<file path="config.mk">
export PLATFORM = sky130hd
export DESIGN_NAME = pipe_hazard_ctrl
export DESIGN_NICKNAME = d
export VERILOG_FILES = /design/src/rtl/pipe_hazard_ctrl_pkg.sv /design/src/rtl/pipe_hazard_ctrl_div_seq.sv /design/src/rtl/pipe_hazard_ctrl.sv
export SDC_FILE = /design/constraint.sdc
export NUM_CORES = 1
export LEC_CHECK = 0
export BUFFER_PORTS_ARGS = -buffer_cell sky130_fd_sc_hd__buf_4
export CAP_MARGIN = 20
export CORE_MARGIN = 5
export CORE_UTILIZATION = 47
export CTS_CLUSTER_SIZE = 30
export DETAILED_ROUTE_END_ITERATION = 7
export PLACE_DENSITY_LB_ADDON = 0.1
export SLEW_MARGIN = 20
export SYNTH_ARGS = -nofsm -noshare
export SYNTH_HDL_FRONTEND = slang
export SYNTH_SLANG_ARGS = --single-unit
</file>
<file path="constraint.sdc">
create_clock -name clk -period 2.1 [get_ports clk]
set_clock_uncertainty 0.2 [all_clocks]
set_input_delay 0.21 -clock clk [delete_from_list [all_inputs] [get_ports clk]]
set_output_delay 0.21 -clock clk [all_outputs]
set_load 0.005 [all_outputs]
</file>
<file path="src/rtl/pipe_hazard_ctrl_pkg.sv">
// Shared encodings for the pipeline hazard controller.
//   STALL_W      width of the per-stage hold vector {wb,mem,ex,id,if,pc}
//   STALL_*      hold patterns driven onto the stall vector
//   hz_state_e   divide sequencer states
package pipe_hazard_ctrl_pkg;

  localparam int STALL_W = 6;

  localparam logic [STALL_W-1:0] STALL_NONE = 6'b000000;
  // Hold pc/if/id; EX gets a bubble so the load reaches MEM before its consumer reads it.
  localparam logic [STALL_W-1:0] STALL_LUSE = 6'b000111;
  // Hold everything up to EX; MEM keeps draining and receives bubbles.
  localparam logic [STALL_W-1:0] STALL_DIV  = 6'b001111;
  localparam logic [STALL_W-1:0] STALL_ALL  = 6'b111111;

  typedef enum logic {
    HZ_RUN      = 1'b0,
    HZ_DIV_BUSY = 1'b1
  } hz_state_e;

endpackage

</file>
<file path="src/rtl/pipe_hazard_ctrl_div_seq.sv">
// hz_div_seq: divide hand-off sequencer.
// Tracks the RUN/DIV_BUSY state, runs the watchdog counter and remembers a
// div_ready pulse that arrives while the pipe is frozen.
// Ports:
//   clk, resetn   clock, asynchronous active-low reset
//   freeze        whole pipe frozen this cycle (state/counter held)
//   launch        a divide sits in EX
//   div_ready     divider result pulse
//   busy          sequencer is in DIV_BUSY
//   start         divide launches this cycle (drives div_start)
//   release_now   DIV_BUSY ends this cycle (result or watchdog), EX may advance
//   div_timeout   sticky watchdog flag
module hz_div_seq
  import pipe_hazard_ctrl_pkg::*;
#(
  parameter int DIV_TIMEOUT = 64
) (
  input  logic clk,
  input  logic resetn,
  input  logic freeze,
  input  logic launch,
  input  logic div_ready,
  output logic busy,
  output logic start,
  output logic release_now,
  output logic div_timeout
);

  localparam int CW = (DIV_TIMEOUT > 1) ? $clog2(DIV_TIMEOUT) : 1;
  localparam logic [CW-1:0] CNT_LAST = CW'(DIV_TIMEOUT - 1);

  hz_state_e     state;
  logic [CW-1:0] cnt;
  logic          pend;
  logic          ready_any;
  logic          wdog;

  assign busy        = (state == HZ_DIV_BUSY);
  assign ready_any   = div_ready | pend;
  assign wdog        = (cnt == CNT_LAST);
  assign start       = (state == HZ_RUN) & launch & ~freeze;
  // A ready seen during a freeze (pend) releases on the first unfrozen cycle.
  assign release_now = busy & ~freeze & (ready_any | wdog);

  always_ff @(posedge clk or negedge resetn) begin
    if (!resetn) begin
      state       <= HZ_RUN;
      cnt         <= '0;
      pend        <= 1'b0;
      div_timeout <= 1'b0;
    end else if (freeze) begin
      // Only a result for an outstanding divide is worth remembering.
      if (busy && div_ready) pend <= 1'b1;
    end else begin
      case (state)
        HZ_RUN: begin
          pend <= 1'b0;
          if (launch) begin
            state <= HZ_DIV_BUSY;
            cnt   <= '0;
          end
        end
        HZ_DIV_BUSY: begin
          if (ready_any) begin
            state <= HZ_RUN;
            pend  <= 1'b0;
          end else if (wdog) begin
            state       <= HZ_RUN;
            div_timeout <= 1'b1;
          end else begin
            cnt <= cnt + CW'(1);
          end
        end
        default: state <= HZ_RUN;
      endcase
    end
  end

endmodule

</file>
<file path="src/rtl/pipe_hazard_ctrl.sv">
// pipe_hazard_ctrl: bubble/freeze scheduler for the 5-stage core.
// Covers the cases forwarding cannot: load-use on a load still in EX, and a
// multi-cycle divide. Also counts cycles with the IF stage held.
// Ports:
//   clk, resetn                    clock, asynchronous active-low reset
//   id_valid, id_re1/2, id_raddr1/2  ID instruction and its register reads
//   ex_valid, ex_is_load, ex_is_div, ex_rf_we, ex_rf_waddr  EX instruction
//   div_ready                      divider result pulse
//   ext_stall_req                  bus not ready, freeze whole pipe
//   stall[5:0]                     hold per stage, bit0=pc .. bit5=wb
//   flush_ex                       load a bubble into EX
//   div_start                      1-cycle divider start pulse
//   div_timeout                    sticky divide watchdog flag
//   stall_cnt                      saturating count of cycles with stall[1]
module pipe_hazard_ctrl
  import pipe_hazard_ctrl_pkg::*;
#(
  parameter int DIV_TIMEOUT = 64,
  parameter int CNT_W       = 32
) (
  input  logic               clk,
  input  logic               resetn,
  input  logic               id_valid,
  input  logic               id_re1,
  input  logic [4:0]         id_raddr1,
  input  logic               id_re2,
  input  logic [4:0]         id_raddr2,
  input  logic               ex_valid,
  input  logic               ex_is_load,
  input  logic               ex_is_div,
  input  logic               ex_rf_we,
  input  logic [4:0]         ex_rf_waddr,
  input  logic               div_ready,
  input  logic               ext_stall_req,
  output logic [STALL_W-1:0] stall,
  output logic               flush_ex,
  output logic               div_start,
  output logic               div_timeout,
  output logic [CNT_W-1:0]   stall_cnt
);

  function automatic logic [CNT_W-1:0] sat_inc(input logic [CNT_W-1:0] v);
    return (&v) ? v : v + CNT_W'(1);
  endfunction

  logic luse;
  logic div_busy;
  logic div_launch;
  logic div_release;

  // r0 is hard-wired zero, so a load targeting it never creates a dependency.
  assign luse = id_valid & ex_valid & ex_is_load & ex_rf_we & (ex_rf_waddr != 5'd0) &
                ((id_re1 & (id_raddr1 == ex_rf_waddr)) |
                 (id_re2 & (id_raddr2 == ex_rf_waddr)));

  hz_div_seq #(
    .DIV_TIMEOUT (DIV_TIMEOUT)
  ) u_div_seq (
    .clk         (clk),
    .resetn      (resetn),
    .freeze      (ext_stall_req),
    .launch      (ex_valid & ex_is_div),
    .div_ready   (div_ready),
    .busy        (div_busy),
    .start       (div_launch),
    .release_now (div_release),
    .div_timeout (div_timeout)
  );

  // Priority: external freeze, then divide, then load-use (never during a divide).
  always_comb begin
    stall     = STALL_NONE;
    flush_ex  = 1'b0;
    div_start = 1'b0;
    if (resetn) begin
      if (ext_stall_req) begin
        stall = STALL_ALL;
      end else if (div_launch) begin
        stall     = STALL_DIV;
        div_start = 1'b1;
      end else if (div_busy) begin
        stall = div_release ? STALL_NONE : STALL_DIV;
      end else if (luse) begin
        stall    = STALL_LUSE;
        flush_ex = 1'b1;
      end
    end
  end

  always_ff @(posedge clk or negedge resetn) begin
    if (!resetn) begin
      stall_cnt <= '0;
    end else if (stall[1]) begin
      stall_cnt <= sat_inc(stall_cnt);
    end
  end

endmodule

</file>
==> impl_results.md <==
* Clock latency on the worst-skew pair at a little under 300 ps
* Pin count of the biggest net entering global routing at 44
* Post-synth top flop: dfrtp_1
* Routability cong. at roughly 0.78
* Final Hold Violating Endpoints at slightly above 40
* CP max-delay cell: or4_4
* Worst-Margin Slew at between 500 and 600 ps
* CTS tree: done
* Fin util at 0.724
* GRT Total Usage at 0.190
* NetSw at roughly 630 uW
* Number of DRC markers in iteration 0 at 75
* Clock buffer count from CTS at 5
* RSZ-0062 raised after global routing: yes
* Sequential area share after synthesis at 0.451
* Die Ht at ~80 um
* Row cnt at 25
* Sw frac at 0.301
* Clock Tree Root: clkbuf_8
* First-pass GRT wire length at about 9500 um
* Bufs on Longest Clock Path at 2
* EDFF count, synth at 0
* HPWL after DPL at roughly 4200 um
* Vias in the first global route at about 2,100
* DRC viols at 0
* Fillcell total at about 370
* Pre-CTS setup slack at around 28 ps
* First-pass DRT Iterations at 4
* Gate Count Post-Synth at between 200 and 250
* Wire per inst at between 15 and 20 um
* Mapped cell area at 2280 um2
* # IOs at 67
* CP Max Fanout at 5
* DR vias/cell at between 5 and 6
* Nets@finish at 360
* Core ar. at between 4000 and 5000 um2
* Clock power frac at 0.226
* Min Clock Period, post-route at around 2100 ps
* Post-Route WL at approximately 6000 um
* Met2 routed WL at 3190 um
* Setup Crit Path Kind: register to register
* Max cap viols at 0
* Area delta synth->final at 50.1%
* Post-synth ARST share at 1.00
* Register-to-register setup slack at -20 ps
* Pleak at about 0.0016 uW
* Seq pwr share at 0.459
* Die X at 79.6 um
* CP top delay family: simple AND/OR/NAND/NOR gates
* R2r startpoint: u_div_seq.busy
* Gate power share at 0.315
* Cell mode on critical path: buf_6
* Synth top area share at 0.451
* Crit-path cells: inv_2 -> or4_4 -> o22ai_4 -> a21o_2 -> buf_6 -> buf_6 -> nand2_4 -> mux2_4
* #FFs+latches synth at 41
* Met3 wire length at 260 um
* Yosys Warn Count at 0
* Fin crit share at 1.01
* WP depth at 8
* Reg2Reg Capture Point: stall_cnt[1]
* Critical Path Source Type: register
* Mapped Nets at 253
* Clk sinks at just over 40
* PortBufs at 66
* Synth area leader: dfrtp_1
* Mean Syn Cell Area at 10.1 um2
* CP Data Arrival Time at around 2100 ps
* Initial antenna violation count at 0
* H-tree Lvls at 2
* Grt total ovfl at 0
* Failing checks: negative hold slack, negative setup slack
* Worst EP required at roughly 2100 ps
* Share of cells above drive strength 1 at 0.456
* Max Used Layer: met4
* Outcome: finished with violations
* Final setup violation count at 5
* Initial Util at 0.482
* Worst vdd ir at around 0.59 mV
* DRT met1 WL at between 2000 and 3000 um
* Total number of vias at just over 2,000
* Number of diodes at 0
* Yosys cell types at 38
* Post-DRT Antenna Nets at 0
* Cell Pwr Density at 614 nW/um2
* Top cells by area, synth: dfrtp_1 (45%), xnor2_1 (15%), nand3_1 (5.1%)
* Critical path capture point type: register
* FMAX at roughly 0.47 GHz
* Die area at about 6300 um2
* Max_slew headroom at 0.641
* Tightest Hold Check Type: input pin to asynchronous set/reset pin
* Setup ws final at -23.4 ps
* Buf/Inv on CP at 3
* Cell internal pwr at 1470 uW
* Tot Pwr at about 2100 uW
* Clk pin slew, worst setup/hold paths at around 70 ps
* Register-to-Register Path Depth at 8
* Final Max Tran Viols at 0
* Final hold slack at -177 ps
* CP peak stage delay at between 400 and 500 ps
[metal layers]
metal / vias to the layer above / GRT usage
met2: 56 / 0.334
met3: 4 / 0.0429
met4: 0 / 0.0533
li1: 994 / -
met5: - / 0
met1: 968 / 0.231
[Yosys cell counts (all sizes together) (3+ instances only)]
cell and number:
nand4b 3, nand4 13, nand2 19, xor2 4
nor2b 4, a21oi 3, and3 10, and2 4
and4 3, nor3 9, dfrtp 41, nand3 23
buf 9, xnor2 39, inv 5, o21ai 3
mux2 3, nor2 9
[placed cells by master, fill, tap and decap left out, types with 2 or more instances in the layout]
cell	instances
and4_1	2
nand4b_1	3
buf_4	103
nor2_1	8
nand2_1	15
mux2_4	2
and2_1	4
a21o_2	2
dfrtp_1	41
nor3_4	2
a21oi_1	2
nor3_2	2
and3_1	10
xnor2_1	39
o21ai_0	3
buf_6	4
nand3_1	19
nand2_2	3
nor2b_1	2
clkbuf_8	5
nor3_1	5
or3_4	2
nor3b_4	2
inv_1	4
xor2_1	4
nand3b_1	2
nand4_1	12
nand3_2	4
[repair_timing]
item / in CTS / in global routing
buffers inserted: 5 / 4
hold endpoints to repair: 41 / 41
gates cloned: 1 / 1
setup endpoints to repair: 3 / 37
pin swaps: 3 / 14
resized for setup: 6 / 31
[kinds of logic after synthesis]
family	share of synthesized area
compound gates	0.0357
mux	0.0148
simple gates	0.279
xor+xnor	0.165
flops	0.451
fa+ha+maj	0.0110
buf+inv	0.0439
[flip-flops by register name (all words and copies together), names as in the netlist]
| register | flops |
|---|---|
| stall_cnt | 32 |
| u_div_seq.pend | 1 |
| u_div_seq.div_timeout | 1 |
| u_div_seq.cnt | 6 |
| u_div_seq.busy | 1 |
[metrics by stage]
step	TNS (ps)	cells	instance area, um2
after global placement	0	381	3050
after floorplan	0	225	2290
after detailed placement	0	381	3050
after CTS	-26.1	393	3220
after global routing	-786	398	3420
final	-98.9	398	3420
[how the worst max path moves through the flow]
stage	start	end
3_5_place_dp	u_div_seq.busy	stall_cnt[22]
5_1_grt	u_div_seq.busy	stall[2]
6_report	u_div_seq.busy	stall_cnt[1]
4_1_cts	u_div_seq.pend	stall[0]
3_3_place_gp	u_div_seq.busy	stall_cnt[22]
2_1_floorplan	stall_cnt[5]	stall_cnt[1]
[power by group through the flow]
stage	Combinational [uW]	Clock, uW	Sequential [uW]
after floorplan	222	0	972
after global placement	525	0	952
after detailed placement	528	0	954
after CTS	577	484	937
after global routing	720	515	975
final	660	474	963
[layout make-up]
| class | count | area (um2) | area share |
|---|---|---|---|
| clock inverter | 1 | 5.00 | 0.00146 |
| tap | 67 | 83.8 | 0.0245 |
| timing repair buffer | 110 | 891 | 0.261 |
| sequential | 41 | 1030 | 0.300 |
| clock buffer | 5 | 68.8 | 0.0201 |
| inverter | 5 | 18.8 | 0.00549 |
| multi-input combinational | 169 | 1330 | 0.388 |
Note: power is estimated with default switching activity, not from simulation.
